<file path="config.mk">
export PLATFORM = sky130hd
export DESIGN_NAME = ysyx_25030093_wbu
export DESIGN_NICKNAME = d
export VERILOG_FILES = /design/src/rtl/ysyx_25030093_wbu.sv
export SDC_FILE = /design/constraint.sdc
export NUM_CORES = 1
export LEC_CHECK = 0
export ABC_CLOCK_PERIOD_IN_PS = 4780
export CELL_PAD_IN_SITES_DETAIL_PLACEMENT = 1
export CELL_PAD_IN_SITES_GLOBAL_PLACEMENT = 2
export CORE_MARGIN = 2
export CORE_UTILIZATION = 26
export CTS_CLUSTER_DIAMETER = 200
export DETAILED_ROUTE_END_ITERATION = 16
export GPL_TIMING_DRIVEN = 0
export PLACE_DENSITY_LB_ADDON = 0.08
export SYNTH_ARGS = -nofsm -noshare
export SYNTH_HDL_FRONTEND = slang
export SYNTH_SLANG_ARGS = --single-unit
</file>
<file path="constraint.sdc">
create_clock -name clk -period 4.78 [get_ports clk]
set_clock_uncertainty 0.05 [all_clocks]
set_input_delay 0.956 -clock clk [delete_from_list [all_inputs] [get_ports clk]]
set_output_delay 0.956 -clock clk [all_outputs]
set_load 0.02 [all_outputs]
</file>
<file path="src/rtl/ysyx_25030093_wbu.sv">
// Writeback/commit unit.
// Takes one retiring instruction at a time from execute and performs its GPR
// and/or CSR write. For ecall it writes mepc and then mcause. It then hands the
// redirect PC to fetch and counts the retired instruction on that handshake.
// Every strobe and every data output is a flop. Each strobe is high only in the
// cycle that follows the edge that scheduled it.
module ysyx_25030093_wbu #(
    parameter int unsigned               ADDR_WIDTH  = 5,
    parameter int unsigned               DATA_WIDTH  = 32,
    parameter logic [DATA_WIDTH-1:0]     ECALL_CAUSE = DATA_WIDTH'(11)
) (
    input  logic                  clk,
    input  logic                  rst,
    // retiring instruction from execute
    input  logic                  in_valid,
    output logic                  in_ready,
    input  logic [DATA_WIDTH-1:0] in_pc,
    input  logic [DATA_WIDTH-1:0] in_next_pc,
    input  logic [ADDR_WIDTH-1:0] in_rd_addr,
    input  logic [DATA_WIDTH-1:0] in_rd_wdata,
    input  logic                  in_rd_wen,
    input  logic [11:0]           in_csr_addr,
    input  logic [DATA_WIDTH-1:0] in_csr_wdata,
    input  logic                  in_csr_wen,
    input  logic                  in_ecall,
    input  logic                  in_mret,
    // current trap CSRs
    input  logic [DATA_WIDTH-1:0] csr_mtvec,
    input  logic [DATA_WIDTH-1:0] csr_mepc,
    // GPR write port
    output logic [ADDR_WIDTH-1:0] rf_waddr,
    output logic [DATA_WIDTH-1:0] rf_wdata,
    output logic                  rf_wen,
    // CSR write port
    output logic [11:0]           csr_waddr,
    output logic [DATA_WIDTH-1:0] csr_wdata,
    output logic                  csr_wen,
    // redirect to fetch
    output logic                  out_valid,
    input  logic                  out_ready,
    output logic [DATA_WIDTH-1:0] out_pc,
    output logic [DATA_WIDTH-1:0] retire_cnt
);

    localparam logic [2:0] ST_IDLE       = 3'd0;
    localparam logic [2:0] ST_COMMIT     = 3'd1;
    localparam logic [2:0] ST_TRAP_EPC   = 3'd2;
    localparam logic [2:0] ST_TRAP_CAUSE = 3'd3;
    localparam logic [2:0] ST_DONE       = 3'd4;

    localparam logic [11:0] CSR_MEPC   = 12'h341;
    localparam logic [11:0] CSR_MCAUSE = 12'h342;

    logic [2:0]            state_r;
    logic [2:0]            state_nx_s;
    logic                  in_ready_r;
    logic [DATA_WIDTH-1:0] next_pc_r;
    logic                  mret_r;

    logic [ADDR_WIDTH-1:0] rf_waddr_r;
    logic [DATA_WIDTH-1:0] rf_wdata_r;
    logic                  rf_wen_r;
    logic [11:0]           csr_waddr_r;
    logic [DATA_WIDTH-1:0] csr_wdata_r;
    logic                  csr_wen_r;
    logic                  out_valid_r;
    logic [DATA_WIDTH-1:0] out_pc_r;
    logic [DATA_WIDTH-1:0] retire_cnt_r;

    logic                  accept_s;
    logic                  redirect_hs_s;
    logic                  gpr_write_s;

    // Handshake decodes and the GPR-write qualifier (x0 is never written, ecall suppresses it).
    always_comb begin
        accept_s      = in_valid & in_ready_r & (state_r == ST_IDLE);
        redirect_hs_s = (state_r == ST_DONE) & out_valid_r & out_ready;
        gpr_write_s   = in_rd_wen & ~in_ecall & (in_rd_addr != '0);
    end

    // Next-state logic for the commit sequencer.
    always_comb begin
        state_nx_s = state_r;
        case (state_r)
            ST_IDLE: begin
                if (accept_s) begin
                    if (in_ecall) begin
                        state_nx_s = ST_TRAP_EPC;
                    end else begin
                        state_nx_s = ST_COMMIT;
                    end
                end else begin
                    state_nx_s = ST_IDLE;
                end
            end
            ST_COMMIT:     state_nx_s = ST_DONE;
            ST_TRAP_EPC:   state_nx_s = ST_TRAP_CAUSE;
            ST_TRAP_CAUSE: state_nx_s = ST_DONE;
            ST_DONE: begin
                if (redirect_hs_s) begin
                    state_nx_s = ST_IDLE;
                end else begin
                    state_nx_s = ST_DONE;
                end
            end
            default:       state_nx_s = ST_IDLE;
        endcase
    end

    // State register.
    always_ff @(posedge clk or negedge rst) begin
        if (!rst) begin
            state_r <= ST_IDLE;
        end else begin
            state_r <= state_nx_s;
        end
    end

    // in_ready is a flop that is high exactly while the sequencer sits in IDLE.
    always_ff @(posedge clk or negedge rst) begin
        if (!rst) begin
            in_ready_r <= 1'b0;
        end else begin
            in_ready_r <= (state_nx_s == ST_IDLE);
        end
    end

    // Capture the fields that the redirect computation needs after accept.
    always_ff @(posedge clk or negedge rst) begin
        if (!rst) begin
            next_pc_r <= '0;
            mret_r    <= 1'b0;
        end else if (accept_s) begin
            next_pc_r <= in_next_pc;
            mret_r    <= in_mret;
        end else begin
            next_pc_r <= next_pc_r;
            mret_r    <= mret_r;
        end
    end

    // GPR write port: one strobe cycle, scheduled on the accept edge so it lands in COMMIT.
    always_ff @(posedge clk or negedge rst) begin
        if (!rst) begin
            rf_wen_r   <= 1'b0;
            rf_waddr_r <= '0;
            rf_wdata_r <= '0;
        end else if (accept_s && gpr_write_s) begin
            rf_wen_r   <= 1'b1;
            rf_waddr_r <= in_rd_addr;
            rf_wdata_r <= in_rd_wdata;
        end else begin
            rf_wen_r   <= 1'b0;
            rf_waddr_r <= '0;
            rf_wdata_r <= '0;
        end
    end

    // CSR write port: user CSR write in COMMIT, or mepc in TRAP_EPC followed by mcause in TRAP_CAUSE.
    always_ff @(posedge clk or negedge rst) begin
        if (!rst) begin
            csr_wen_r   <= 1'b0;
            csr_waddr_r <= '0;
            csr_wdata_r <= '0;
        end else if (accept_s && in_ecall) begin
            csr_wen_r   <= 1'b1;
            csr_waddr_r <= CSR_MEPC;
            csr_wdata_r <= in_pc;
        end else if (accept_s && in_csr_wen) begin
            csr_wen_r   <= 1'b1;
            csr_waddr_r <= in_csr_addr;
            csr_wdata_r <= in_csr_wdata;
        end else if (state_r == ST_TRAP_EPC) begin
            csr_wen_r   <= 1'b1;
            csr_waddr_r <= CSR_MCAUSE;
            csr_wdata_r <= ECALL_CAUSE;
        end else begin
            csr_wen_r   <= 1'b0;
            csr_waddr_r <= '0;
            csr_wdata_r <= '0;
        end
    end

    // Redirect PC: chosen at the end of COMMIT / TRAP_CAUSE, then held until fetch takes it.
    always_ff @(posedge clk or negedge rst) begin
        if (!rst) begin
            out_valid_r <= 1'b0;
            out_pc_r    <= '0;
        end else if (state_r == ST_COMMIT) begin
            out_valid_r <= 1'b1;
            if (mret_r) begin
                out_pc_r <= csr_mepc;
            end else begin
                out_pc_r <= next_pc_r;
            end
        end else if (state_r == ST_TRAP_CAUSE) begin
            out_valid_r <= 1'b1;
            out_pc_r    <= csr_mtvec;
        end else if (redirect_hs_s) begin
            out_valid_r <= 1'b0;
            out_pc_r    <= out_pc_r;
        end else begin
            out_valid_r <= out_valid_r;
            out_pc_r    <= out_pc_r;
        end
    end

    // Retired-instruction counter. It steps on the redirect handshake and wraps modulo 2^DATA_WIDTH.
    always_ff @(posedge clk or negedge rst) begin
        if (!rst) begin
            retire_cnt_r <= '0;
        end else if (redirect_hs_s) begin
            retire_cnt_r <= retire_cnt_r + DATA_WIDTH'(1);
        end else begin
            retire_cnt_r <= retire_cnt_r;
        end
    end

    assign in_ready   = in_ready_r;
    assign rf_waddr   = rf_waddr_r;
    assign rf_wdata   = rf_wdata_r;
    assign rf_wen     = rf_wen_r;
    assign csr_waddr  = csr_waddr_r;
    assign csr_wdata  = csr_wdata_r;
    assign csr_wen    = csr_wen_r;
    assign out_valid  = out_valid_r;
    assign out_pc     = out_pc_r;
    assign retire_cnt = retire_cnt_r;

endmodule

</file>
# Word level (Yosys, flattened, before mapping)
# Cells that the tools add are included.
[totals]
ff_bits = 185
out_inout_bits = 149
in_bits = 217
wordCells = 56
[op_classes]
bitwise = 7
eq_ne = 4
add_sub_neg = 1
muxes = 22
reduce_logical = 9
[op_table]
columns = ["operator", "count"]
rows = [
  ["$mux W32", 6],
  ["$add A32 B1 Y32 const B", 1],
  ["$mux W12", 2],
  ["$pmux W3 S4", 1],
  ["$mux W10", 1],
  ["$mux W1", 7],
  ["$and A1 B1 Y1", 6],
  ["$eq A3 B2 Y1 const B", 2],
  ["$logic_not A3 Y1", 2],
  ["$mux W3", 2],
  ["$mux W5", 1],
  ["$reduce_bool A5 Y1", 1],
  ["$mux W4", 1],
  ["$eq A3 B1 Y1 const B", 1],
  ["$eq A3 B3 Y1 const B", 1],
  ["$logic_and A1 B1 Y1", 3],
  ["$reduce_bool A3 Y1", 1],
  ["$mux W2", 1],
  ["$reduce_bool A2 Y1", 1],
  ["$reduce_or A2 Y1", 1],
  ["$not A1 Y1", 1],
]

# Logic depth before layout (Yosys ltp)
# Gate-level depths: netlist (run 1).
[depth]
ltp_word = 6
mapped_depth = 7
mapped_depth_nobuf = 5

# Worst setup path after synthesis (run 1)
# Ideal clock, no wire load.
[synth_timing]
kind = "input-to-reg"
from = "input port in_rd_addr[1]"
to = "register rf_wdata_r[10], in the netlist rf_wdata[10]"
n_path_buf = 1
required_ps = 4611
cell_stages = 5
path_slack_ps = 2492
t_arrival_ps = 2119
setup_ps = 119
cell_sequence = "or4_1 > nor2_1 > and4bb_2 > clkbuf_1 > and2_1"
[synth_between]
elab_chain_len = 4
[synth_lines]
columns = ["item", "line_no", "text"]
rows = [
  ["from (decl)", "19", "input logic [ADDR_WIDTH-1:0] in_rd_addr,"],
  ["$reduce_bool A5 Y1", "78", "gpr_write_s = in_rd_wen & ~in_ecall & (in_rd_addr != '0);"],
  ["$and A1 B1 Y1", "78", ""],
  ["$logic_and A1 B1 Y1", "148", "end else if (accept_s && gpr_write_s) begin"],
  ["$mux W32", "148", ""],
  ["to (signal assigned)", "151", "rf_wdata_r <= in_rd_wdata;"],
  ["to (decl)", "61", "logic [DATA_WIDTH-1:0] rf_wdata_r;"],
]
# No other way between the ends.
# A chain may end at the register's enable or synchronous reset.

# Worst setup path in the final report (run 1)
[layout_timing]
from = "register retire_cnt_r[15], in the netlist retire_cnt[15]"
to = "output port retire_cnt[15]"
[layout_rtl]
columns = ["item", "line_no", "text"]
rows = [
  ["from (decl)", "68", "logic [DATA_WIDTH-1:0] retire_cnt_r;"],
  ["from (signal assigned)", "213", "retire_cnt_r <= retire_cnt_r + DATA_WIDTH'(1);"],
  ["from (signal assigned)", "215", "retire_cnt_r <= retire_cnt_r;"],
  ["to (decl)", "42", "output logic [DATA_WIDTH-1:0] retire_cnt"],
]
# No word-level cell between the ends.

==> metrics.txt, run 1 <==
via count slightly above 6000; via density per instance roughly 4.4; P_leak around 5.4 nW; port bufs approximately 360; fin nets around 1200; worst min path class flop to flop; total congestion overflow 0; Clock Latency Late Sink roughly 430 ps; Initial Util 26.3%; DRT iter0 DRCs 219; Synth Warn # 0; relative max-transition margin a little over two fifths; Total GRT Usage between 10% and 20%; Reg clk slew, reported paths about 80 ps; fin crit period 2590 ps; Clk Tree Root Cell clkbuf_16; io pins about 370; number of synthesized register bits 185; sequential cell area fraction in the yosys report 61.7%; Worst EP required 3770 ps; CP Max Fanout 7; Core Util, Final between 40% and 50%; Max Fclk about 390 MHz; Tcrit/Tclk final between 50 and 60%; syn nets between 800 and 900; PostCTS Resize Cnt 0; R2R cell count 5; Synth Instances 629; die width between 150 and 200 um; deepest clock path buffer count 2; multi-input logic area between 2000 and 3000 um2; most common cell after layout, fill and taps aside clkdlybuf4s50_1; CORE AREA approximately 29000 um2; crit-path cells clkdlybuf4s50_1; # setup viols final 0; wire per inst around 19 um; share of layout cells above drive strength 1 approximately 8%; maximum vdd drop ~0.25 mV; synth unique cells 40; mapped cell area ~7500 um2; first-pass GRT wire length just over 40000 um; crit path launch type flop; WS Path Type flop to output pin; DP HPWL approximately 21000 um; min-delay src out_pc[20]; area grow syn2layout 63.6%; Final Hold Vio Count 0; TritonCTS buffer count 17; Slew @ Worst Pin approximately 840 ps; CP delay by family, top buffers and inverters; Critical Path AT about 1600 ps; CTS tree done; most frequent cells in the layout 363 x clkdlybuf4s50_1, 185 x dfrtp_1, 50 x nand2_1; Pwr Total just under 6 mW; WHS 427 ps; Worst Path Buf+Inv 1; Max Slew Vio Count 0; vias in the first global route just under 7000; PD cells between 400 and 500 nW/um2; Post-CTS Setup Inserts 0; endpoint type of the worst setup path output pin; drt drc 0; max-cap violations 0; critical path's largest stage delay just under 700 ps; RR Endpoint csr_wdata[15]; largest net degree at the start of global routing 95; full die area between 30000 and 40000 um2; first drt pass iteration count 4; average size of a mapped cell about 12 um2; unrepaired setup endpoints after global routing no; gpl congestion 0.759; fill count ~3100; Final ANT Viol Nets 0; Total Wirelength 27000 um; std cell rows 62; die span in y around 170 um; H-tree Lvls 4; worst hold path depth 2; Reg area ~4600 um2; Clock Sinks about 190; initial antenna violation count 3; slowest stage cell on the critical path clkdlybuf4s50_1; # hold bufs at CTS 0; RR Startpoint state_r[2]; R2R Setup Slk about 2300 ps; outcome complete, no violations; Hold EP out_pc[20]
[report_power, final]
part | switching (mW) | total (mW) | internal [mW]
Sequential | 0.195 | 2.15 | 1.95
Combinational | 1.12 | 2.18 | 1.05
Clock | 0.713 | 1.47 | 0.754
[state kept, by name, indices dropped and copies added, names as in the netlist]
signal / flops
out_valid: 1
retire_cnt: 32
next_pc_r: 32
csr_waddr: 12
rf_wen: 1
csr_wdata: 32
in_ready: 1
mret_r: 1
csr_wen: 1
out_pc: 32
state_r: 3
rf_wdata: 32
rf_waddr: 5
[worst max path at each step]
stage              startpoint              to  slack, ps  cells after the start
2_1_floorplan   in_rd_addr[1]    rf_wdata[10]       2490                      5
3_3_place_gp              rst      out_pc[19]      -5780                      1
3_5_place_dp         in_valid   csr_wdata[15]       1740                      5
4_1_cts        retire_cnt[15]  retire_cnt[15]       2160                      1
5_1_grt            state_r[2]   csr_wdata[19]       2070                      5
6_report       retire_cnt[15]  retire_cnt[15]       2190                      1
[per-stage QoR]
| stage | worst slack, ps | TNS, ps | cell area (um2) | cells |
|---|---|---|---|---|
| after global routing | 2070 | 0 | 12300 | 1412 |
| after global placement | -5780 | -1066110 | 11600 | 1377 |
| after CTS | 2160 | 0 | 12300 | 1410 |
| final | 2190 | 0 | 12300 | 1413 |
| after floorplan | 2490 | 0 | 7500 | 629 |
| after detailed placement | 1740 | 0 | 11700 | 1378 |
[kinds of logic (layout without fill, tap and decap cells)]
group                      after synthesis  in the layout  synth area share, %
other                                    0              3                    0
xor gates and xnor gates                31             31                 3.62
muxes                                   66             66                 9.37
buffers and inverters                   46            443                 2.58
AOI/OAI and AO/OA                      100            100                 8.35
and+or+nand+nor                        200            200                 14.2
adders and majority gates                1              1                0.167
DFF                                    185            185                 61.7
[area by class of cell]
cell class                      count  share of cell area [%]
Sequential cell                   185                    37.7
Timing Repair Buffer              365                    29.9
Multi-Input combinational cell    398                    21.8
Tap cell                          384                    3.91
Clock buffer                       17                    3.46
Clock inverter                     15                    1.51
Buffer                             39                    1.37
Inverter                            7                   0.214
Antenna cell                        3                  0.0611
[layer usage]
layer	track usage, %	vias to the layer above	wire length, um
li1	-	2941	-
met1	20.4	3001	10500
met2	31.4	212	13600
met3	7.89	13	2570
met4	4.31	0	288
met5	0	-	0
[cells in the mapped netlist]
| cell type | instances | area, um2 |
|---|---|---|
| and4b_1 | 2 | 20.0 |
| nand4_1 | 6 | 37.5 |
| xor2_1 | 19 | 166 |
| nor3_2 | 2 | 20.0 |
| nor3_1 | 9 | 45.0 |
| inv_1 | 7 | 26.3 |
| or4_1 | 2 | 15.0 |
| mux2i_1 | 32 | 320 |
| o21a_1 | 1 | 7.51 |
| a32oi_1 | 1 | 8.76 |
| nand4_2 | 1 | 12.5 |
| nor4b_1 | 1 | 8.76 |
| and3_1 | 4 | 25.0 |
| a22o_1 | 29 | 254 |
| or3_1 | 1 | 6.26 |
| buf_2 | 5 | 25.0 |
| mux2_2 | 34 | 383 |
| and4bb_2 | 1 | 12.5 |
| or3b_4 | 1 | 11.3 |
| nand3_1 | 18 | 90.1 |
| dfrtp_1 | 185 | 4630 |
| xnor2_1 | 12 | 105 |
| ha_1 | 1 | 12.5 |
| nand2_1 | 50 | 188 |
| nor4_4 | 1 | 21.3 |
| nor3b_1 | 2 | 15.0 |
| nor4_2 | 1 | 12.5 |
| nor4_1 | 2 | 12.5 |
| a2bb2oi_1 | 3 | 26.3 |
| nor2_1 | 44 | 165 |
| or4_4 | 1 | 11.3 |
| and2_1 | 44 | 275 |
| o21ai_0 | 33 | 165 |
| clkbuf_1 | 31 | 116 |
| and4_1 | 5 | 43.8 |
| a21oi_1 | 33 | 165 |
| buf_6 | 2 | 22.5 |
| nand2b_1 | 1 | 6.26 |
| buf_1 | 1 | 3.75 |
| nand4bb_1 | 1 | 11.3 |
No activity file was read; power rests on OpenSTA's default activity.
==> inputs of run 2 (changes only) <==
- ABC_CLOCK_PERIOD_IN_PS: 4780 -> 2100
- CORE_UTILIZATION: 26 -> 22
- clock period: 4.78 -> 2.1 ns (I/O delays scaled with it)
==> metrics.txt, run 2 (synthesized netlist as in run 1, its figures left out) <==
outcome complete, no violations; Total Wirelength around 29000 um; Reg clk slew, reported paths roughly 70 ps; die span in y 189 um; switch share between 30% and 40%; worst min path class input port to flop; first drt pass iteration count 4; vias in the first global route 6999; relative max-transition margin roughly 55%; PD cells approximately 1100 nW/um2; Clock Latency Late Sink between 400 and 500 ps; drt drc 0; area grow syn2layout 65.6%; DP HPWL 22300 um; max-cap violations 0; CTS tree done; share of layout cells above drive strength 1 between 10% and 20%; CP Max Fanout 6; WS Path Type flop to output pin; gpl congestion 0.733; Setup WS pre-CTS -461 ps; std cell rows 67; P_leak about 5.5 nW; maximum vdd drop between 0.6 and 0.7 mV; Gate power share a little under two fifths; most frequent cells in the layout 358 x clkdlybuf4s50_1, 182 x dfrtp_1, 50 x nand2_1; Slew @ Worst Pin a little under 700 ps; Final Hold Vio Count 0; CORE AREA about 34000 um2; Total GRT Usage 16.3%; CP delay by family, top buffers and inverters; wire per inst between 15 and 20 um; most common cell after layout, fill and taps aside clkdlybuf4s50_1; WHS roughly 380 ps; fin nets between 1000 and 1500; H-tree Lvls 4; Max Fclk 492 MHz; Core Util, Final a little under two fifths; slowest stage cell on the critical path clkdlybuf4s50_1; fin crit period 2030 ps; Clock Power Share between 20% and 30%; Clk Tree Root Cell clkbuf_16; Initial Util roughly 22%; die width 189 um; via count a little over 6000; crit path launch type flop; Critical Path AT about 1600 ps; total congestion overflow 0; TritonCTS buffer count 17; Worst EP required 1630 ps; DRT iter0 DRCs around 160; largest net degree at the start of global routing between 100 and 150; io pins between 300 and 400; via density per instance approximately 4.2; deepest clock path buffer count 2; Int Power 8.71 mW; Clock Sinks between 150 and 200; placed insts between 1000 and 1500; # setup viols final 0; Tcrit/Tclk final 96.8%; Worst Path Buf+Inv 1; Pwr Total 13.2 mW; Final Non-Filler Cells 1476; initial antenna violation count 4; post-route worst setup slack slightly below 70 ps; full die area approximately 36000 um2; Final ANT Viol Nets 0; Flop pwr share about 37%; endpoint type of the worst setup path output pin; critical path's largest stage delay 670 ps; sw power between 4 and 5 mW; port bufs around 360; crit-path cells clkdlybuf4s50_1; Max Slew Vio Count 0; first-pass GRT wire length approximately 43000 um
==> run 2: metrics by stage <==
stage / TNS [ps] / cell area [um2]
floorplan: 0 / 7500
global route: -7.23 / 12400
CTS: 0 / 12400
finish: 0 / 12400
global placement: -1536910 / 11700
detailed placement: -34190 / 11700
==> run 2: layout make-up <==
class,instances,area [um2]
clock inverters,11,121
multi-input cells,398,2740
well taps,448,561
fillers,3707,21100
plain buffers,36,180
diodes,3,7.51
clock buffers,21,460
repair buffers,367,3700
inverters,7,26.3
flip-flops and latches,185,4630
==> run 2: path summary, 6_finish.rpt <==
path / from / slack, ps / cells past startpoint / endpoint
setup / recovery: retire_cnt[4] / 70 / 1 / retire_cnt[4]
hold / removal: in_csr_wen / 380 / 3 / csr_waddr[6]
setup reg to reg: state_r[1] / 80 / 5 / retire_cnt[27]
hold reg to reg: retire_cnt[31] / 420 / 1 / retire_cnt[31]
max in group asynchronous: rst / 540 / 3 / out_pc[17]
min in group asynchronous: rst / 470 / 2 / csr_wdata[15]
==> run 2: per-layer routing <==
metal  global-route usage (%)  share of wire [%]  up-vias
li1                         -                  -     2933
met1                     17.9                 39     3014
met2                     28.4                 51      223
met3                     7.08                9.0       19
met4                     5.08                1.6        0
met5                        0                  0        -
==> run 2: repair_timing <==
| item | in CTS | in global routing |
|---|---|---|
| hold buffers | 1 | 0 |
| endpoints found under the hold margin | 80 | 0 |
| setup endpoints to repair | 119 | 118 |
| resized for setup | 16 | 30 |
| pin swaps | 0 | 1 |
| setup buffers | 0 | 1 |
==> run 2: power by group through the flow <==
stage	Sequential [mW]	Combinational (mW)	Clock [mW]
2_1_floorplan	5.53	2.10	0
5_1_grt	5.05	5.57	3.53
3_5_place_dp	4.99	5.12	0
6_report	4.91	5.05	3.27
4_1_cts	4.93	5.17	3.40
3_3_place_gp	4.97	5.10	0
==> inputs of run 3 (changes only) <==
- ABC_CLOCK_PERIOD_IN_PS: 2100 -> 2400
- CORE_UTILIZATION: 22 -> 26
- clock period: 2.1 -> 2.4 ns (I/O delays scaled with it)
==> metrics.txt, run 3 (synthesized netlist as in run 1, its figures left out) <==
gpl congestion ~0.76; slowest stage cell on the critical path dfrtp_1; worst min path class input port to asynchronous set/reset pin; R2R cell count 5; Worst Setup SP state_r[2]; Clk Tree Root Cell clkbuf_16; drt drc 0; final instance area ~12000 um2; crit-path cells nor4b_2, nand3_1, nor2_2, clkbuf_1, a22o_1; Final ANT Viol Nets 0; port bufs approximately 360; Clock Power Share between 20% and 30%; Placed Area 11700 um2; Reg clk slew, reported paths ~90 ps; via count 6162; Setup WS pre-CTS -164 ps; TritonCTS buffer count 17; PD cells 939 nW/um2; first drt pass iteration count 4; R2R Setup Slk 220 ps; full die area 30200 um2; DRT iter0 DRCs ~210; setup_tns 0 ps; crit path launch type flop; GRT Max-Usage Layer met2; fin nets approximately 1200; post-route worst setup slack roughly 220 ps; fill count ~3100; Flop pwr share 37.1%; met1 usage 20.4%; H-tree Lvls 4; unrepaired setup endpoints after global routing no; most frequent cells in the layout 363 x clkdlybuf4s50_1, 185 x dfrtp_1, 50 x nand2_1; max-cap violations 0; sw power approximately 4.1 mW; WHS -19.6 ps; Int Power 7.49 mW; Final Hold Vio Count 9; first-pass GRT wire length a little over 40000 um; placed insts about 1400; most common cell after layout, fill and taps aside clkdlybuf4s50_1; io pins between 300 and 400; die span in y about 170 um; switch share 35.1%; share of layout cells above drive strength 1 around 8.5%; die width approximately 170 um; vias in the first global route roughly 7000; CP Max Fanout 10; wire per inst 19.1 um; Clock Sinks approximately 190; Total GRT Usage roughly 18%; endpoint type of the worst setup path flop; GRT met3 Usage 7.89%; outcome complete, but fails checks; maximum vdd drop approximately 0.48 mV; Tcrit/Tclk final about nine tenths; WS Path Type flop to flop; Initial Util 26.3%; Critical Path AT between 2000 and 2500 ps; Max Slew Vio Count 0; Pwr Total approximately 12 mW; CTS tree done; Slew @ Worst Pin 842 ps; Core Util, Final a little over two fifths; via density per instance roughly 4.4; Gate power share a little under two fifths; std cell rows between 60 and 70; deepest clock path buffer count 2; RR Startpoint state_r[2]; area grow syn2layout 63.8%; Clock Latency Late Sink 430 ps; fin crit period roughly 2200 ps; GR Layer Usage met2 about a third; Final Non-Filler Cells about 1400; RR Endpoint csr_wdata[15]; total congestion overflow 0; relative max-transition margin between 40% and 50%; Worst EP required roughly 2700 ps; # hold bufs at CTS 0; DP HPWL 20800 um; Post-CTS Setup Inserts 0; P_leak ~5.4 nW; violated checks hold timing; CORE AREA about 29000 um2; # setup viols final 0; critical path's largest stage delay ~450 ps; Setup crit end csr_wdata[15]; initial antenna violation count 3; Max Fclk about 460 MHz; largest net degree at the start of global routing 95; Total Wirelength about 27000 um
[run 3: changes by cell type in the layout (fill, tap and decap cells not counted), sizes merged]
cell,delta
buf,+2
dlygate4sd2,-2
bufinv,-1
inv,+5
clkdlybuf4s50,+5
clkinv,+1
clkinvlp,-1
clkbuf,-4
dlymetal6s2s,-3
dlygate4sd3,-1
[run 3: area by class of cell]
type	count	area (um2)	share of cell area, %
clock buffers	17	425	3.46
inverters	7	26.3	0.214
flip-flops and latches	185	4630	37.7
clock inverters	15	185	1.51
plain buffers	39	170	1.38
repair buffers	365	3680	29.9
multi-input cells	398	2690	21.9
well taps	384	480	3.91
diodes	3	7.51	0.0611
[run 3: how the worst min path moves through the flow]
stage,cells past startpoint,from,to,slack [ps]
2_1_floorplan,0,rst,csr_waddr[0],130
3_3_place_gp,1,retire_cnt[31],retire_cnt[31],410
3_5_place_dp,1,retire_cnt[31],retire_cnt[31],420
4_1_cts,1,rst,rf_wdata[8],30
5_1_grt,1,rst,rf_wdata[5],30
6_report,1,rst,rf_wdata[8],-20
[run 3: routing by layer]
layer	part of all wire, %	wire (um)
met2	50	13600
met5	0	0
met4	1.1	288
met1	39	10500
met3	9.5	2570
[run 3: worst max-delay path: cells and delay by family, from the launching register on]
family / cells / cell delay, ps
AND/OR/NAND/NOR: 3 / 980
flip-flops: 1 / 450
buffers and inverters: 1 / 420
AO/OA/AOI/OAI: 1 / 220
[run 3: what timing repair did]
action,in CTS,in global routing
hold endpoints to repair,0,0
gates resized for setup,2,4
setup endpoints to repair,50,16
[run 3: power groups by stage]
stage / registers [mW] / logic, mW / clock network [mW]
floorplan: 4.84 / 1.84 / 0
global placement: 4.33 / 4.40 / 0
detailed placement: 4.35 / 4.42 / 0
CTS: 4.30 / 4.44 / 3.05
global route: 4.40 / 4.78 / 3.17
finish: 4.28 / 4.34 / 2.93
